--- src/rtl/disp_pkg.sv ---
// Shared types and frame-geometry constants for the display VRAM read path.
package disp_pkg;

    localparam int unsigned AXI_DW         = 64;
    localparam int unsigned H_PIXELS_DEF   = 640;
    localparam int unsigned V_LINES_DEF    = 480;
    localparam int unsigned BURST_LEN_DEF  = 64;
    localparam int unsigned FIFO_DEPTH_DEF = 512;

    localparam int unsigned FRAME_BEATS = H_PIXELS_DEF * V_LINES_DEF / 2;
    localparam int unsigned NUM_BURSTS  = FRAME_BEATS / BURST_LEN_DEF;
    localparam int unsigned BURST_BYTES = BURST_LEN_DEF * (AXI_DW / 8);

    typedef enum logic [2:0] {
        IDLE,
        CHKBUF,
        ARWAIT,
        DATA,
        NEXT
    } state_t;

endpackage

--- src/rtl/disp_vsync_edge.sv ---
// Two-flop synchronizer for an active-low sync input plus a one-cycle
// falling-edge pulse; shared by the display blocks.
module disp_vsync_edge (
    input  logic clk,
    input  logic rst_n,
    input  logic async_in,
    output logic fall_pulse
);

    logic [2:0] sync_q, sync_d;

    always_comb begin
        sync_d = {sync_q[1:0], async_in};
    end

    // Idle level of the sync is high; resetting to ones avoids a spurious edge.
    always_ff @(posedge clk or negedge rst_n) begin
        if (!rst_n) begin
            sync_q <= '1;
        end else begin
            sync_q <= sync_d;
        end
    end

    assign fall_pulse = sync_q[2] & ~sync_q[1];

endmodule

--- src/rtl/disp_vramctrl.sv ---
// Display VRAM read controller: fetches one frame per VSYNC as fixed-length
// AXI4 read bursts and streams the returned beats into the display FIFO.
module disp_vramctrl
    import disp_pkg::*;
#(
    parameter int unsigned H_PIXELS   = H_PIXELS_DEF,
    parameter int unsigned V_LINES    = V_LINES_DEF,
    parameter int unsigned BURST_LEN  = BURST_LEN_DEF,
    parameter int unsigned FIFO_DEPTH = FIFO_DEPTH_DEF
) (
    input  logic              ACLK,
    input  logic              ARST,
    input  logic              DSP_VSYNC_X,
    input  logic              DISPON,
    input  logic [28:0]       DISPADDR,
    output logic [31:0]       ARADDR,
    output logic [7:0]        ARLEN,
    output logic              ARVALID,
    input  logic              ARREADY,
    input  logic [AXI_DW-1:0] RDATA,
    input  logic              RVALID,
    input  logic              RLAST,
    output logic              RREADY,
    input  logic [9:0]        BUF_WRCNT,
    output logic [AXI_DW-1:0] BUF_WDATA,
    output logic              BUF_WREN,
    output logic              FRAME_BUSY
);

    localparam int unsigned N_BEATS  = H_PIXELS * V_LINES / 2;
    localparam int unsigned N_BURSTS = N_BEATS / BURST_LEN;
    localparam int unsigned B_BYTES  = BURST_LEN * (AXI_DW / 8);
    localparam int unsigned CNT_W    = $clog2(N_BURSTS + 1);
    localparam logic [CNT_W-1:0] LAST_CNT = CNT_W'(N_BURSTS);

    logic vs_start;

    disp_vsync_edge u_vsync_edge (
        .clk        (ACLK),
        .rst_n      (ARST),
        .async_in   (DSP_VSYNC_X),
        .fall_pulse (vs_start)
    );

    state_t           state_q, state_d;
    logic [31:0]      base_q, base_d;
    logic [31:0]      araddr_q, araddr_d;
    logic [CNT_W-1:0] cnt_q, cnt_d;
    logic             pend_q, pend_d;
    logic             arvalid_q, arvalid_d;
    logic             rready_q, rready_d;
    logic             busy_q, busy_d;
    logic [31:0]      frame_base;
    logic             buf_fits;
    logic             restart;

    assign frame_base = {3'b000, DISPADDR} & ~(32'(B_BYTES) - 32'd1);
    assign buf_fits   = 32'(BUF_WRCNT) <= (FIFO_DEPTH - BURST_LEN);
    assign restart    = pend_q | vs_start;

    always_comb begin
        state_d   = state_q;
        base_d    = base_q;
        araddr_d  = araddr_q;
        cnt_d     = cnt_q;
        pend_d    = pend_q;
        arvalid_d = arvalid_q;
        rready_d  = rready_q;
        case (state_q)
            IDLE: begin
                pend_d = 1'b0;
                if (vs_start && DISPON) begin
                    base_d  = frame_base;
                    cnt_d   = '0;
                    state_d = CHKBUF;
                end
            end
            // No request is in flight here, so an overrun or disable acts at once.
            CHKBUF: begin
                if (!DISPON) begin
                    pend_d  = 1'b0;
                    state_d = IDLE;
                end else if (restart) begin
                    base_d = frame_base;
                    cnt_d  = '0;
                    pend_d = 1'b0;
                end else if (buf_fits) begin
                    arvalid_d = 1'b1;
                    araddr_d  = base_q + 32'(cnt_q) * 32'(B_BYTES);
                    state_d   = ARWAIT;
                end
            end
            ARWAIT: begin
                if (vs_start) pend_d = 1'b1;
                if (ARREADY) begin
                    arvalid_d = 1'b0;
                    rready_d  = 1'b1;
                    state_d   = DATA;
                end
            end
            DATA: begin
                if (vs_start) pend_d = 1'b1;
                if (RVALID && RLAST) begin
                    rready_d = 1'b0;
                    cnt_d    = cnt_q + 1'b1;
                    state_d  = NEXT;
                end
            end
            NEXT: begin
                pend_d = 1'b0;
                if (restart && DISPON) begin
                    base_d  = frame_base;
                    cnt_d   = '0;
                    state_d = CHKBUF;
                end else if (restart || !DISPON || cnt_q == LAST_CNT) begin
                    state_d = IDLE;
                end else begin
                    state_d = CHKBUF;
                end
            end
            default: state_d = IDLE;
        endcase
        busy_d = (state_d != IDLE);
    end

    always_ff @(posedge ACLK or negedge ARST) begin
        if (!ARST) begin
            state_q   <= IDLE;
            base_q    <= '0;
            araddr_q  <= '0;
            cnt_q     <= '0;
            pend_q    <= 1'b0;
            arvalid_q <= 1'b0;
            rready_q  <= 1'b0;
            busy_q    <= 1'b0;
        end else begin
            state_q   <= state_d;
            base_q    <= base_d;
            araddr_q  <= araddr_d;
            cnt_q     <= cnt_d;
            pend_q    <= pend_d;
            arvalid_q <= arvalid_d;
            rready_q  <= rready_d;
            busy_q    <= busy_d;
        end
    end

    assign ARADDR     = araddr_q;
    assign ARLEN      = 8'(BURST_LEN - 1);
    assign ARVALID    = arvalid_q;
    assign RREADY     = rready_q;
    assign BUF_WREN   = RVALID & rready_q;
    assign BUF_WDATA  = RDATA;
    assign FRAME_BUSY = busy_q;

endmodule

--- config.mk ---
export PLATFORM = sky130hd
export DESIGN_NAME = disp_vramctrl
export DESIGN_NICKNAME = d
export VERILOG_FILES = /design/src/rtl/disp_pkg.sv /design/src/rtl/disp_vsync_edge.sv /design/src/rtl/disp_vramctrl.sv
export SDC_FILE = /design/constraint.sdc
export NUM_CORES = 1
export LEC_CHECK = 0
export CAP_MARGIN = 20
export CORE_MARGIN = 1
export CORE_UTILIZATION = 40
export DETAILED_ROUTE_END_ITERATION = 16
export PLACE_DENSITY = 0.89
export SETUP_SLACK_MARGIN = 0.5
export SLEW_MARGIN = 15
export SYNTH_ARGS = -nofsm -noshare
export SYNTH_HDL_FRONTEND = slang
export SYNTH_SLANG_ARGS = --single-unit
export TNS_END_PERCENT = 20
--- constraint.sdc ---
create_clock -name ACLK -period 4.2 [get_ports ACLK]
set_clock_uncertainty 0.2 [all_clocks]
set_input_delay 0.42 -clock ACLK [delete_from_list [all_inputs] [get_ports ACLK]]
set_output_delay 0.42 -clock ACLK [all_outputs]
set_load 0.03 [all_outputs]
==> flow_summary.yaml, run 1 <==
synthesis:
  synth_edf_count: 0
  synth_area_sq_um: 4020
  post_synth_inst_count: 434
  synth_flop_cell: "dfrtp_1"
  async_reset_ff_share_pct: 100
  synth-seq-area-share_pct: 39.4
  synth_cell_types: 57
  syn_avg_cell_area_sq_um: 9.25
  ys.warnings.count: 0
  synth-seq-cells: 63
timing:
  rsz0062_at_grt: "false"
  setup_violations: 0
  maxSlewHeadroom_pct: 57.7
  fin_setup_tns_ns: 0
  holdWs_ns: 0.159
  maxSlewViolCount: 0
  finalCriticalPeriod_ns: 2.78
  layout_setup_ws_ns: 1.42
  worst_slew_pin_slew_ns: 0.618
  fin_crit_sh_pct: 66.2
  fmax_mhz: 360
  finalHoldViolCount: 0
power_and_ir_drop:
  p_sw_mw: 1.03
  power.leakage_nw: 1.89
  max-vdd-ir-drop_mv: 0.226
  p_comb_share_pct: 41.4
  p_per_area_nw_per_um2: 573
  sw_frac_of_total_pct: 41.1
  power_mw: 2.51
  p_int_mw: 1.48
  pwr-share-seq_pct: 39.9
  clock_power_share_pct: 18.7
route:
  drt_iter0_drc: 333
  routed_wl_um: 8370
  dr_wl_met3_um: 566
  firstDrtPassIters: 4
  vias: 2994
  wl_met1_um: 3320
  dr.max_layer_used: "met4"
  route.met2.wl_um: 4340
  drt_drc_violations_left: 0
  via_per_inst: 5.24
  drtAntennaViolNets: 0
  wl_per_cell_um: 14.7
cts:
  cts_max_path_buffers: 2
  htree_levels: 3
  cts_tree: "built"
  cts_root_buffer: "clkbuf_8"
  cts_buffers: 9
  cts_sinks: 63
  clk_latency_ns: 0.34
  postCtsSetupBuffers: 0
  clk_pin_slew_ns: 0.08
worst_setup_path:
  crit_type: "reg2reg"
  path_delay_family: "compound AO/OA/AOI/OAI gates"
  cp_cell_sequence: "ha_1 > inv_1 > fa_1 > and2b_1 > o211ai_1 > a31oi_4 > a31oi_4 > or3_1 > a31oi_1"
  crit_fanout: 8
  arrival_ns: 2.85
  worst-path-buf-inv: 1
  slowest_delay_ns: 0.43
  required_ns: 4.26
  crit_path_frequent_cell: "a31oi_4"
  cp-start-kind: "register"
  critPathCaptureType: "register"
  slowest_stage: "dfrtp_1"
floorplanning:
  die_y_um: 102
  start_util_pct: 41.3
  num_rows: 36
  io_pins: 218
  die_x_um: 102
  die_area_sq_um: 10400
  core_area_sq_um: 9730
global_route:
  grt_max_degree: 44
  grt_pass1_vias: 2947
  overflow: 0
  grt_pass1_wl_um: 13700
  grt_usage_pct: 16.8
  antenna_found_initial: 0
placed_design:
  portBuffers: 61
  place_ws_ns: 1.44
  dp_hpwl_um: 6340
  gp_congestion: 0.888
run:
  drv_cap: 0
worst_hold_path:
  min_path_type: "reg2reg"
layout:
  layout-drive-gt1-share_pct: 10.3
  syn2layout_area_growth_pct: 9.22
  multiInputGateArea_sq_um: 1780
  antennaDiodeCount: 0
  register_area_sq_um: 1580
  fillCellCount: 894
  nNetsFinal: 558
status:
  status: "complete, no violations"
[timing repair]
item                                   in CTS  in global routing
gates resized for setup                     0                  0
hold buffers                                1                  0
endpoints found under the hold margin      17                  0
[area by class of cell]
cell class / count / area share, %
repair buffers: 67 / 14.9
flip-flops and latches: 63 / 36.0
clock buffers: 9 / 2.82
well taps: 133 / 3.79
multi-input cells: 284 / 40.7
clock inverters: 7 / 1.11
inverters: 8 / 0.685
[metal layers]
| layer | GRT usage, % | up-vias |
|---|---|---|
| met5 | 0 | - |
| met3 | 4.10 | 22 |
| met2 | 29.1 | 125 |
| met4 | 6.92 | 0 |
| met1 | 19.8 | 1445 |
| li1 | - | 1402 |
[cell usage after synthesis, types with 3 or more instances]
master    count  share of area [%]
nand2_1      45                4.2
nand3_1      12                1.5
o21ai_1       7               0.87
inv_1         8               0.75
nor2b_1       5               0.78
dfstp_2       3                2.0
or3_1         3               0.47
a211o_1       3               0.65
ha_1         14                4.4
nand4_1       7                1.1
nor2_1       22                2.1
dfrtp_1      60                 37
a21oi_1      15                1.9
nand2b_1      4               0.62
mux2_1        7                2.0
o21ai_0      47                5.9
a31oi_1       5               0.78
buf_2         4               0.50
xnor2_1       4               0.87
mux2_2       10                2.8
clkbuf_1      7               0.65
and3_1        8                1.2
xor2_1        6                1.3
buf_4        83                 16
[power by group through the flow]
stage	Combinational, mW	Clock (mW)	Sequential, mW
3_5_place_dp	1.04	0	1.01
4_1_cts	1.04	0.477	1.00
5_1_grt	1.14	0.508	1.03
3_3_place_gp	0.999	0	1.00
6_report	1.04	0.469	1.00
2_1_floorplan	0.649	0	1.13
[sequential cells by signal, summed over array words and instances, names as in the netlist]
register             flops
ARADDR                  21
ARVALID                  1
FRAME_BUSY               1
RREADY                   1
base_q                  20
cnt_q                   12
pend_q                   1
state_q                  3
u_vsync_edge.sync_q      3
[cells in the final DEF, fill, tap and decap left out, types with 9 or more instances in the layout]
cell type and instances:
a21oi_1 15, clkbuf_8 9, clkdlybuf4s50_1 60, conb_1 19
dfrtp_1 60, ha_1 14, mux2_2 10, nand2_1 45
nand3_1 12, nor2_1 22, o21ai_0 47
[per-stage QoR]
stage	utilization, %	std cells	cell area (sq um)
floorplan	-	451	4080
global placement	43.2	554	4200
detailed placement	43.2	554	4200
CTS	45.1	571	4390
global route	45.1	571	4390
finish	45.1	571	4390
[cells by family after synthesis]
logic type                 count (synthesis)  synth area share [%]
AOI/OAI and AO/OA                        100                  15.7
DFF                                       63                  39.4
and+or+nand+nor                          123                  15.1
adders and majority gates                 15                  4.86
other                                      2                 0.187
buffers and inverters                    104                  17.8
muxes                                     17                  4.77
xor gates and xnor gates                  10                  2.18
[worst paths after layout]
| kind | start | endpoint | slack, ns | cells past startpoint |
|---|---|---|---|---|
| worst max-delay path | cnt_q[0]$_DFFE_PN0P_ | ARADDR[23]$_DFFE_PN0P_ | 1.42 | 9 |
| worst min-delay path | u_vsync_edge.sync_q[0]$_DFF_PN1_ | u_vsync_edge.sync_q[1]$_DFF_PN1_ | 0.16 | 0 |
| worst max register to register | cnt_q[0]$_DFFE_PN0P_ | ARADDR[23]$_DFFE_PN0P_ | 1.42 | 9 |
| worst min register to register | u_vsync_edge.sync_q[0]$_DFF_PN1_ | u_vsync_edge.sync_q[1]$_DFF_PN1_ | 0.16 | 0 |
| max in group asynchronous | ARST | base_q[15]$_DFFE_PN0P_ | 2.53 | 3 |
| min in group asynchronous | ARST | ARADDR[9]$_DFFE_PN0P_ | 0.37 | 2 |
Power figures use the tool's default switching activity.
==> run 2, diff against run 1 <==
--- a/config.mk
+++ b/config.mk
@@ -7,9 +7,9 @@
 export LEC_CHECK = 0
 export CAP_MARGIN = 20
 export CORE_MARGIN = 1
-export CORE_UTILIZATION = 40
+export CORE_UTILIZATION = 36
 export DETAILED_ROUTE_END_ITERATION = 16
-export PLACE_DENSITY = 0.89
+export PLACE_DENSITY = 0.85
 export SETUP_SLACK_MARGIN = 0.5
 export SLEW_MARGIN = 15
 export SYNTH_ARGS = -nofsm -noshare
==> constraint.sdc (replaced) <==
create_clock -name ACLK -period 2.3 [get_ports ACLK]
set_clock_uncertainty 0.2 [all_clocks]
set_input_delay 0.23 -clock ACLK [delete_from_list [all_inputs] [get_ports ACLK]]
set_output_delay 0.23 -clock ACLK [all_outputs]
set_load 0.03 [all_outputs]
==> run 2 against run 1 <==
Net effect:
- the run now ends with setup timing left
- via count grew 19%
- register-to-register slack worse by 1.7 ns
- worst hold slack worse by 0.085 ns
- final cell count increased by 11%
- global-route usage up 3.2 points
- largest power group unchanged
==> flow_summary.yaml, run 2 (synthesized netlist as in run 1, its figures left out) <==
worst_setup_path:
  crit_type: "reg2reg"
  cp_cell_sequence: "ha_2 > inv_2 > fa_2 > and2b_1 > o211ai_1 > buf_4 > a31oi_4 > a31oi_4 > or3_1 > a31oi_1"
  r2r_cells: 10
  arrival_ns: 2.69
  path_delay_family: "simple AND/OR/NAND/NOR gates"
  reg2reg_from: "cnt_q[0]$_DFFE_PN0P_"
  worst-path-buf-inv: 2
  required_ns: 2.39
  crit_fanout: 5
  crit_path_frequent_cell: "a31oi_4"
  slowest_stage: "dfrtp_1"
  r2r_setup_slack_ns: -0.30
  slowest_delay_ns: 0.38
  timing.rr.end: "ARADDR[23]$_DFFE_PN0P_"
  critPathCaptureType: "register"
  cp-start-kind: "register"
cts:
  htree_levels: 3
  cts_sinks: 63
  cts_tree: "built"
  clk_pin_slew_ns: 0.08
  cts_root_buffer: "clkbuf_8"
  cts_max_path_buffers: 2
  clk_latency_ns: 0.36
  cts_buffers: 9
floorplanning:
  num_rows: 38
  core_area_sq_um: 10800
  start_util_pct: 37.0
  die_area_sq_um: 11600
  die_y_um: 108
  die_x_um: 108
  io_pins: 218
layout:
  final_cell_mix: "dfrtp_1, buf_4, nand2_1, clkdlybuf4s50_1, o21ai_0"
  nNetsFinal: 612
  syn2layout_area_growth_pct: 30.4
  largest_reg_flops: 21
  layout-drive-gt1-share_pct: 29.5
  final_common_cell: "dfrtp_1"
  final_area_sq_um: 5230
  multiInputGateArea_sq_um: 2140
  fillCellCount: 907
  register_area_sq_um: 1580
  antennaDiodeCount: 0
  final_util_pct: 48.3
route:
  drt_drc_violations_left: 0
  routed_wl_um: 11900
  firstDrtPassIters: 8
  via_per_inst: 5.65
  wl_per_cell_um: 18.8
  drtAntennaViolNets: 0
  drt_iter0_drc: 230
  vias: 3568
timing:
  fmax_mhz: 385
  setup_violations: 14
  finalHoldViolCount: 0
  layout_setup_ws_ns: -0.296
  worst_slew_pin_slew_ns: 0.613
  maxSlewViolCount: 0
  finalCriticalPeriod_ns: 2.60
  maxSlewHeadroom_pct: 59.2
  fin_setup_tns_ns: -2.78
  rsz0062_at_grt: "true"
  fin_crit_sh_pct: 113
power_and_ir_drop:
  sw_frac_of_total_pct: 41.8
  pwr-share-seq_pct: 35.9
  p_sw_mw: 2.21
  power.leakage_nw: 2.29
  p_int_mw: 3.07
  p_per_area_nw_per_um2: 1010
  max-vdd-ir-drop_mv: 0.399
  clock_power_share_pct: 19.1
  p_comb_share_pct: 45.0
worst_hold_path:
  min_path_type: "in2reg"
  hold_end: "u_vsync_edge.sync_q[0]$_DFF_PN1_"
  hold_depth: 1
  holdCritStartpoint: "DSP_VSYNC_X"
placed_design:
  dpl_cell_area_sq_um: 4480
  portBuffers: 61
  dp_hpwl_um: 7250
  gp_congestion: 0.868
run:
  drv_cap: 0
global_route:
  grt_pass1_wl_um: 17700
  grt_pass1_vias: 3512
  grt_usage_pct: 19.9
  antenna_found_initial: 0
  grt_max_degree: 36
  overflow: 0
status:
  failed_checks: "setup timing"
  status: "complete, but fails checks"
-- run 2: cell types whose count changed in the layout (fill, tap and decap cells not counted), moves of 9 or more --
| cell | change |
|---|---|
| buf_4 | +40 |
| clkdlybuf4s50_1 | -25 |
| dlygate4sd2_1 | +23 |
| o21ai_0 | -14 |
| buf_6 | +13 |
| o21ai_1 | +11 |
| ha_1 | -10 |
| ha_4 | +9 |
-- run 2: how the worst max path moves through the flow --
stage	start	endpoint	slack, ns	cells past startpoint
final	cnt_q[0]$_DFFE_PN0P_	ARADDR[23]$_DFFE_PN0P_	-0.30	10
after global routing	cnt_q[0]$_DFFE_PN0P_	ARADDR[23]$_DFFE_PN0P_	-0.36	10
after CTS	cnt_q[0]$_DFFE_PN0P_	ARADDR[23]$_DFFE_PN0P_	-0.11	9
after detailed placement	cnt_q[0]$_DFFE_PN0P_	ARADDR[23]$_DFFE_PN0P_	-0.15	10
after global placement	cnt_q[0]$_DFFE_PN0P_	ARADDR[23]$_DFFE_PN0P_	-0.06	10
after floorplan	cnt_q[0]$_DFFE_PN0P_	ARADDR[23]$_DFFE_PN0P_	-0.07	9
-- run 2: power by group through the flow --
stage	sequential, mW	clock (mW)	combinational, mW
2_1_floorplan	2.07	0	1.19
3_3_place_gp	1.82	0	2.02
3_5_place_dp	1.84	0	2.08
4_1_cts	1.87	1.01	2.17
5_1_grt	1.94	1.05	2.54
6_report	1.89	1.01	2.38
-- run 2: area by class of cell --
cell class	instances	area share, %
Inverter	8	0.574
Multi-Input combinational cell	284	41.0
Timing Repair Buffer	121	20.9
Sequential cell	63	30.2
Clock buffer	10	2.63
Clock inverter	6	1.34
Tap cell	140	3.35
-- run 2: repair_timing --
item                                    in CTS  in global routing
endpoints found under the hold margin       23                  0
resized for setup                           88                 24
pin swaps                                   26                 21
setup buffers                               11                  9
hold buffers                                 1                  0
endpoints found under the setup margin      76                 58
-- run 2: per-stage QoR --
step                hold slack (ns)  cells  setup WS [ns]  power (mW)
floorplan                    -0.266    451        -0.0722        3.25
global placement             0.0524    595        -0.0550        3.84
detailed placement           0.0609    595         -0.154        3.92
CTS                          0.0717    623         -0.111        5.05
global route                 0.0649    632         -0.356        5.54
finish                       0.0739    632         -0.296        5.28
-- run 2: routing by layer --
metal	up-vias	part of all wire [%]	global-route usage, %
met5	-	0	0
met4	0	6.1	11.3
met3	91	8.4	6.17
met2	237	51	35.3
met1	1719	34	20.7
li1	1521	-	-
-- run 2: worst register-to-register path: stages (launching register included) --
cell and delay (ns):
dfrtp_1 0.38, ha_2 0.22, inv_2 0.05, fa_2 0.33, and2b_1 0.24, o211ai_1 0.13
buf_4 0.18, a31oi_4 0.18, a31oi_4 0.14, or3_1 0.35, a31oi_1 0.14
==> run 3, diff against run 2 <==
--- a/config.mk
+++ b/config.mk
@@ -7,12 +7,12 @@
 export LEC_CHECK = 0
 export CAP_MARGIN = 20
 export CORE_MARGIN = 1
-export CORE_UTILIZATION = 36
+export CORE_UTILIZATION = 35
 export DETAILED_ROUTE_END_ITERATION = 16
-export PLACE_DENSITY = 0.85
-export SETUP_SLACK_MARGIN = 0.5
+export PLACE_DENSITY = 0.84
 export SLEW_MARGIN = 15
 export SYNTH_ARGS = -nofsm -noshare
 export SYNTH_HDL_FRONTEND = slang
+export SYNTH_HIERARCHICAL = 1
 export SYNTH_SLANG_ARGS = --single-unit
 export TNS_END_PERCENT = 20
==> run 3 against run 2 <==
Net effect:
- the run now ends clean
- sequential power fell by 2%
- die area shrank 0.19%
- count of clock-buffer cells in the layout fell by 1
- wire length decreased by 33%
- critical path type unchanged
==> flow_summary.yaml, run 3 <==
layout:
  antennaDiodeCount: 0
  fillCellCount: 1015
  final_area_sq_um: 4620
  nNetsFinal: 553
  multiInputGateArea_sq_um: 1770
  syn2layout_area_growth_pct: 18.5
  layout-drive-gt1-share_pct: 19.9
  final_util_pct: 42.6
  final_cell_mix: "dfrtp_1, clkdlybuf4s50_1, nand2_1, buf_4, nor2_1"
  stdcell_count: 573
  register_area_sq_um: 1580
  largest_reg_flops: 21
synthesis:
  post_synth_inst_count: 398
  synth_area_leaders: "dfrtp_1, buf_4, ha_1"
  syn_avg_cell_area_sq_um: 9.79
  synth-seq-area-share_pct: 40.6
  synth_cell_types: 51
  synth_flop_cell: "dfrtp_1"
  synthTopCellsByCount: "buf_4, dfrtp_1, nand2_1"
  synth-seq-cells: 63
  synth_edf_count: 0
  ys.warnings.count: 6
  synth_area_sq_um: 3900
  async_reset_ff_share_pct: 100
  yosys.area.top_type_share_pct: 38.5
  synth_top_area_cell: "dfrtp_1"
  synth.most_common_cell: "buf_4"
global_route:
  grt_pass1_vias: 2752
  grt_usage_pct: 14.5
  grt_max_degree: 64
  grt_pass1_wl_um: 13000
  antenna_found_initial: 0
  overflow: 0
floorplanning:
  num_rows: 38
  die_x_um: 108
  io_pins: 218
  die_area_sq_um: 11600
  start_util_pct: 35.9
  die_y_um: 108
  core_area_sq_um: 10800
route:
  routed_wl_um: 8000
  firstDrtPassIters: 4
  drt_drc_violations_left: 0
  vias: 2749
  dr_wl_met3_um: 454
  drtAntennaViolNets: 0
  route.met2.wl_um: 3980
  wl_per_cell_um: 14.0
  dr.max_layer_used: "met4"
  drt_iter0_drc: 71
  wl_met1_um: 3380
  via_per_inst: 4.80
timing:
  layout_setup_ws_ns: 0.0278
  finalHoldViolCount: 0
  setup_violations: 0
  rsz0062_at_grt: "true"
  finalCriticalPeriod_ns: 2.27
  fin_crit_sh_pct: 98.8
  fmax_mhz: 440
  maxSlewViolCount: 0
  fin_setup_tns_ns: 0
worst_setup_path:
  required_ns: 2.33
  slowest_delay_ns: 0.42
  crit_fanout: 4
  path_delay_family: "compound AO/OA/AOI/OAI gates"
  slowest_stage: "dfrtp_1"
  arrival_ns: 2.31
  critPathCaptureType: "register"
  cp_cell_sequence: "ha_4 > a211o_1 > a211o_1 > a221oi_2 > buf_4 > nor2b_1 > xnor2_1 > o21ai_1"
  worst-path-buf-inv: 1
  crit_path_frequent_cell: "a211o_1"
  crit_type: "reg2reg"
  cp-start-kind: "register"
cts:
  cts_root_buffer: "clkbuf_8"
  clk_pin_slew_ns: 0.08
  cts_sinks: 63
  cts_buffers: 9
  clk_latency_ns: 0.34
  cts_max_path_buffers: 2
  htree_levels: 3
  cts_tree: "built"
placed_design:
  placed_cells: 554
  portBuffers: 61
  place_ws_ns: -0.102
  dpl_cell_area_sq_um: 4330
  dp_hpwl_um: 6080
  gp_congestion: 0.817
worst_hold_path:
  min_path_type: "in2reg"
power_and_ir_drop:
  p_per_area_nw_per_um2: 1080
  power.leakage_nw: 2.02
  max-vdd-ir-drop_mv: 0.411
status:
  status: "complete, no violations"
run:
  drv_cap: 0
[run 3: changes by cell type in the layout (fill, tap and decap cells not counted), sizes merged, moves of 10 or more]
cell / before / now
buf: 60 / 33
o21ai: 55 / 32
clkdlybuf4s50: 35 / 60
nand2: 45 / 35
dlygate4sd2: 23 / 0
[run 3: through the flow]
step | hold WS (ns) | power, mW
after CTS | 0.0788 | 4.96
after floorplan | -0.266 | 3.41
after detailed placement | 0.0711 | 4.09
final | 0.0949 | 4.97
after global routing | 0.0968 | 5.32
after global placement | 0.0616 | 4.01
[run 3: kinds of logic after synthesis]
kind of cell / Yosys count / share of synthesized area [%]
AOI/OAI and AO/OA: 68 / 11.6
xor gates and xnor gates: 26 / 5.84
adders and majority gates: 15 / 5.01
buffers and inverters: 100 / 17.8
DFF: 63 / 40.6
muxes: 19 / 5.49
other: 2 / 0.193
and+or+nand+nor: 105 / 13.5
[run 3: path summary, 6_finish.rpt]
path                                                  startpoint                          endpoint  slack (ns)  depth (start not counted)
worst max-delay path                      base_q[10]$_DFFE_PN0P_            ARADDR[22]$_DFFE_PN0P_        0.03                          8
worst min-delay path                                 DSP_VSYNC_X  u_vsync_edge/sync_q[0]$_DFF_PN1_        0.09                          1
worst max register to register            base_q[10]$_DFFE_PN0P_            ARADDR[22]$_DFFE_PN0P_        0.03                          8
worst min register to register  u_vsync_edge/sync_q[0]$_DFF_PN1_  u_vsync_edge/sync_q[1]$_DFF_PN1_        0.16                          0
max in group asynchronous                                   ARST  u_vsync_edge/sync_q[2]$_DFF_PN1_        1.35                          3
min in group asynchronous                                   ARST            ARADDR[16]$_DFFE_PN0P_        0.23                          3
[run 3: repair_timing]
item | 4_1_cts | 5_1_grt
gates cloned | 0 | 0
hold buffers | 1 | 0
endpoints found under the setup margin | 9 | 13
endpoints found under the hold margin | 63 | 0
resized for setup | 5 | 12
pin swaps | 1 | 1
setup buffers | 2 | 0
[run 3: layout make-up]
| class | count | area share, % |
|---|---|---|
| flip-flops and latches | 63 | 34.2 |
| inverters | 8 | 0.651 |
| well taps | 140 | 3.80 |
| clock inverters | 7 | 1.08 |
| repair buffers | 94 | 19.2 |
| clock buffers | 9 | 2.68 |
| multi-input cells | 252 | 38.3 |
[run 3: report_power, final]
group          switching, mW  total [mW]  internal, mW
sequential             0.330        1.85          1.52
clock                  0.450       0.839         0.389
combinational           1.21        2.28          1.07
total                   1.99        4.97          2.97
[run 3: worst reg2reg max path, delay by kind of cell, from the launching register on]
family | cells | cell delay, ns
adders and majority gates | 1 | 0.25
DFF | 1 | 0.42
and+or+nand+nor | 1 | 0.06
buffers and inverters | 1 | 0.18
xor gates and xnor gates | 1 | 0.13
AOI/OAI and AO/OA | 4 | 0.92
[run 3: routing by layer]
| metal | track usage, % | vias up |
|---|---|---|
| li1 | - | 1320 |
| met1 | 17.3 | 1306 |
| met2 | 24.3 | 94 |
| met3 | 3.09 | 29 |
| met4 | 7.53 | 0 |
| met5 | 0 | - |
==> variant (flow settings as in run 1) <==
Make the reset (`ARST` and `rst_n`) synchronous in 2 clocked blocks.
--- a/src/rtl/disp_vsync_edge.sv
+++ b/src/rtl/disp_vsync_edge.sv
@@ -16,3 +16,3 @@
     // Idle level of the sync is high; resetting to ones avoids a spurious edge.
-    always_ff @(posedge clk or negedge rst_n) begin
+    always_ff @(posedge clk) begin
         if (!rst_n) begin
--- a/src/rtl/disp_vramctrl.sv
+++ b/src/rtl/disp_vramctrl.sv
@@ -125,3 +125,3 @@
 
-    always_ff @(posedge ACLK or negedge ARST) begin
+    always_ff @(posedge ACLK) begin
         if (!ARST) begin
Formal check against the unedited RTL: differs if ARST is asserted again (counterexample within 4 cycles, from zero or initial values and one cycle with ARST low); with ARST held inactive, the same outputs for 10 cycles.
==> variant against run 1 <==
Wire length increased by 5.4%; worst setup slack improved by 0.014 ns; synthesized area shrank 3.3%; sequential cell count stayed put; largest cell class unchanged; critical path depth fell by 2; final area down 4.3%.
Power is not compared: it rests on default switching activity, and its combinational part moved more than twofold at a synthesized area within 25%.
==> variant: results (changes against run 1) <==
status = finished clean (unchanged)
M1 GR Usage = 0.197 (was 0.198)
post-synthesis sequential area ratio = 0.325 (was 0.394)
M1 wire length = 3430 microns (was 3320 microns)
M2 GR Usage = 0.305 (was 0.291)
DPL Wire Length = 6880 microns (was 6340 microns)
DRT Pass-1 Iters = 5 (was 4)
placed cell area = 4020 sq um (was 4200 sq um)
gpl congestion = 0.842 (was 0.888)
slowest stage delay, CP = 0.88 ns (was 0.43 ns)
CP Max Fanout = 29 (was 8)
DR WL met2 = 4360 microns (was 4340 microns)
Hold EP = u_vsync_edge.sync_q[1]$_SDFF_PN1_ (was u_vsync_edge.sync_q[1]$_DFF_PN1_)
vias in the first global route = 2821 (was 2947)
Crit-path slowest cell = and4b_1 (was dfrtp_1)
Tot Pwr = 1.18 mW
Avg Inst Size Synth = 8.44 sq um (was 9.25 sq um)
largest net degree at the start of global routing = 30 (was 44)
Min Hold Slack = 0.217 ns (was 0.159 ns)
Worst EP arrival = 2.80 ns (was 2.85 ns)
CP delay by family, top = simple AND/OR/NAND/NOR gates (was compound AO/OA/AOI/OAI gates)
Final period util = 0.659 (was 0.662)
critical path endpoint = ARADDR[10]$_SDFFE_PN0P_ (was ARADDR[23]$_DFFE_PN0P_)
pre-CTS setup slack = 1.11 ns (was 1.44 ns)
final WL = 8820 microns (was 8370 microns)
layout cell share with drive strength beyond 1 = 0.0527 (was 0.103)
global-route wire length before repair = 13800 microns (was 13700 microns)
Least-Margin Pin Slew = 0.953 ns (was 0.618 ns)
Reg2Reg Setup Slack = 1.45 ns (was 1.42 ns)
DP Cell Count = 568 (was 554)
metal3 WL = 861 microns (was 566 microns)
Hold Path Stages = 1 (was 0)
met3 GRT Util = 0.0513 (was 0.0410)
launch point of the worst path = BUF_WRCNT[0] (was cnt_q[0]$_DFFE_PN0P_)
top cells by area, synth = dfxtp_1, buf_4, mux2i_1 (was dfrtp_1, buf_4, o21ai_0)
Post-synth ARST share = 0 (was 1.00)
## variant: cell count changes in the layout (fill, tap and decap cells not counted), moves of 7 or more
cell     before  now
nor2_1       22   48
nand2_1      45   28
and3_1        8    1
mux2_1        7    0
mux2_2       10    0
mux2i_1       0   20
a21oi_1      15   38
o21ai_0      47   16
dfxtp_1       0   63
xor2_1        6   19
dfrtp_1      60    0
## variant: cells by family (layout without fill, tap and decap cells)
family          Yosys count  after routing  share of synthesized area
xor+xnor                 24             24                     0.0542
flops                    63             63                      0.325
fa+ha+maj                15             15                     0.0503
simple gates            146            146                      0.195
other cells               2             19                    0.00193
mux                      20             20                     0.0516
compound gates           81             81                      0.128
buf+inv                 109             87                      0.193
## variant: layout make-up
type	instances	area, sq um
Tap cell	129	161
Inverter	8	30.0
Clock inverter	3	17.5
Timing Repair Buffer	63	626
Sequential cell	63	1260
Multi-Input combinational cell	305	1940
Clock buffer	13	159
Fill cell	878	5130
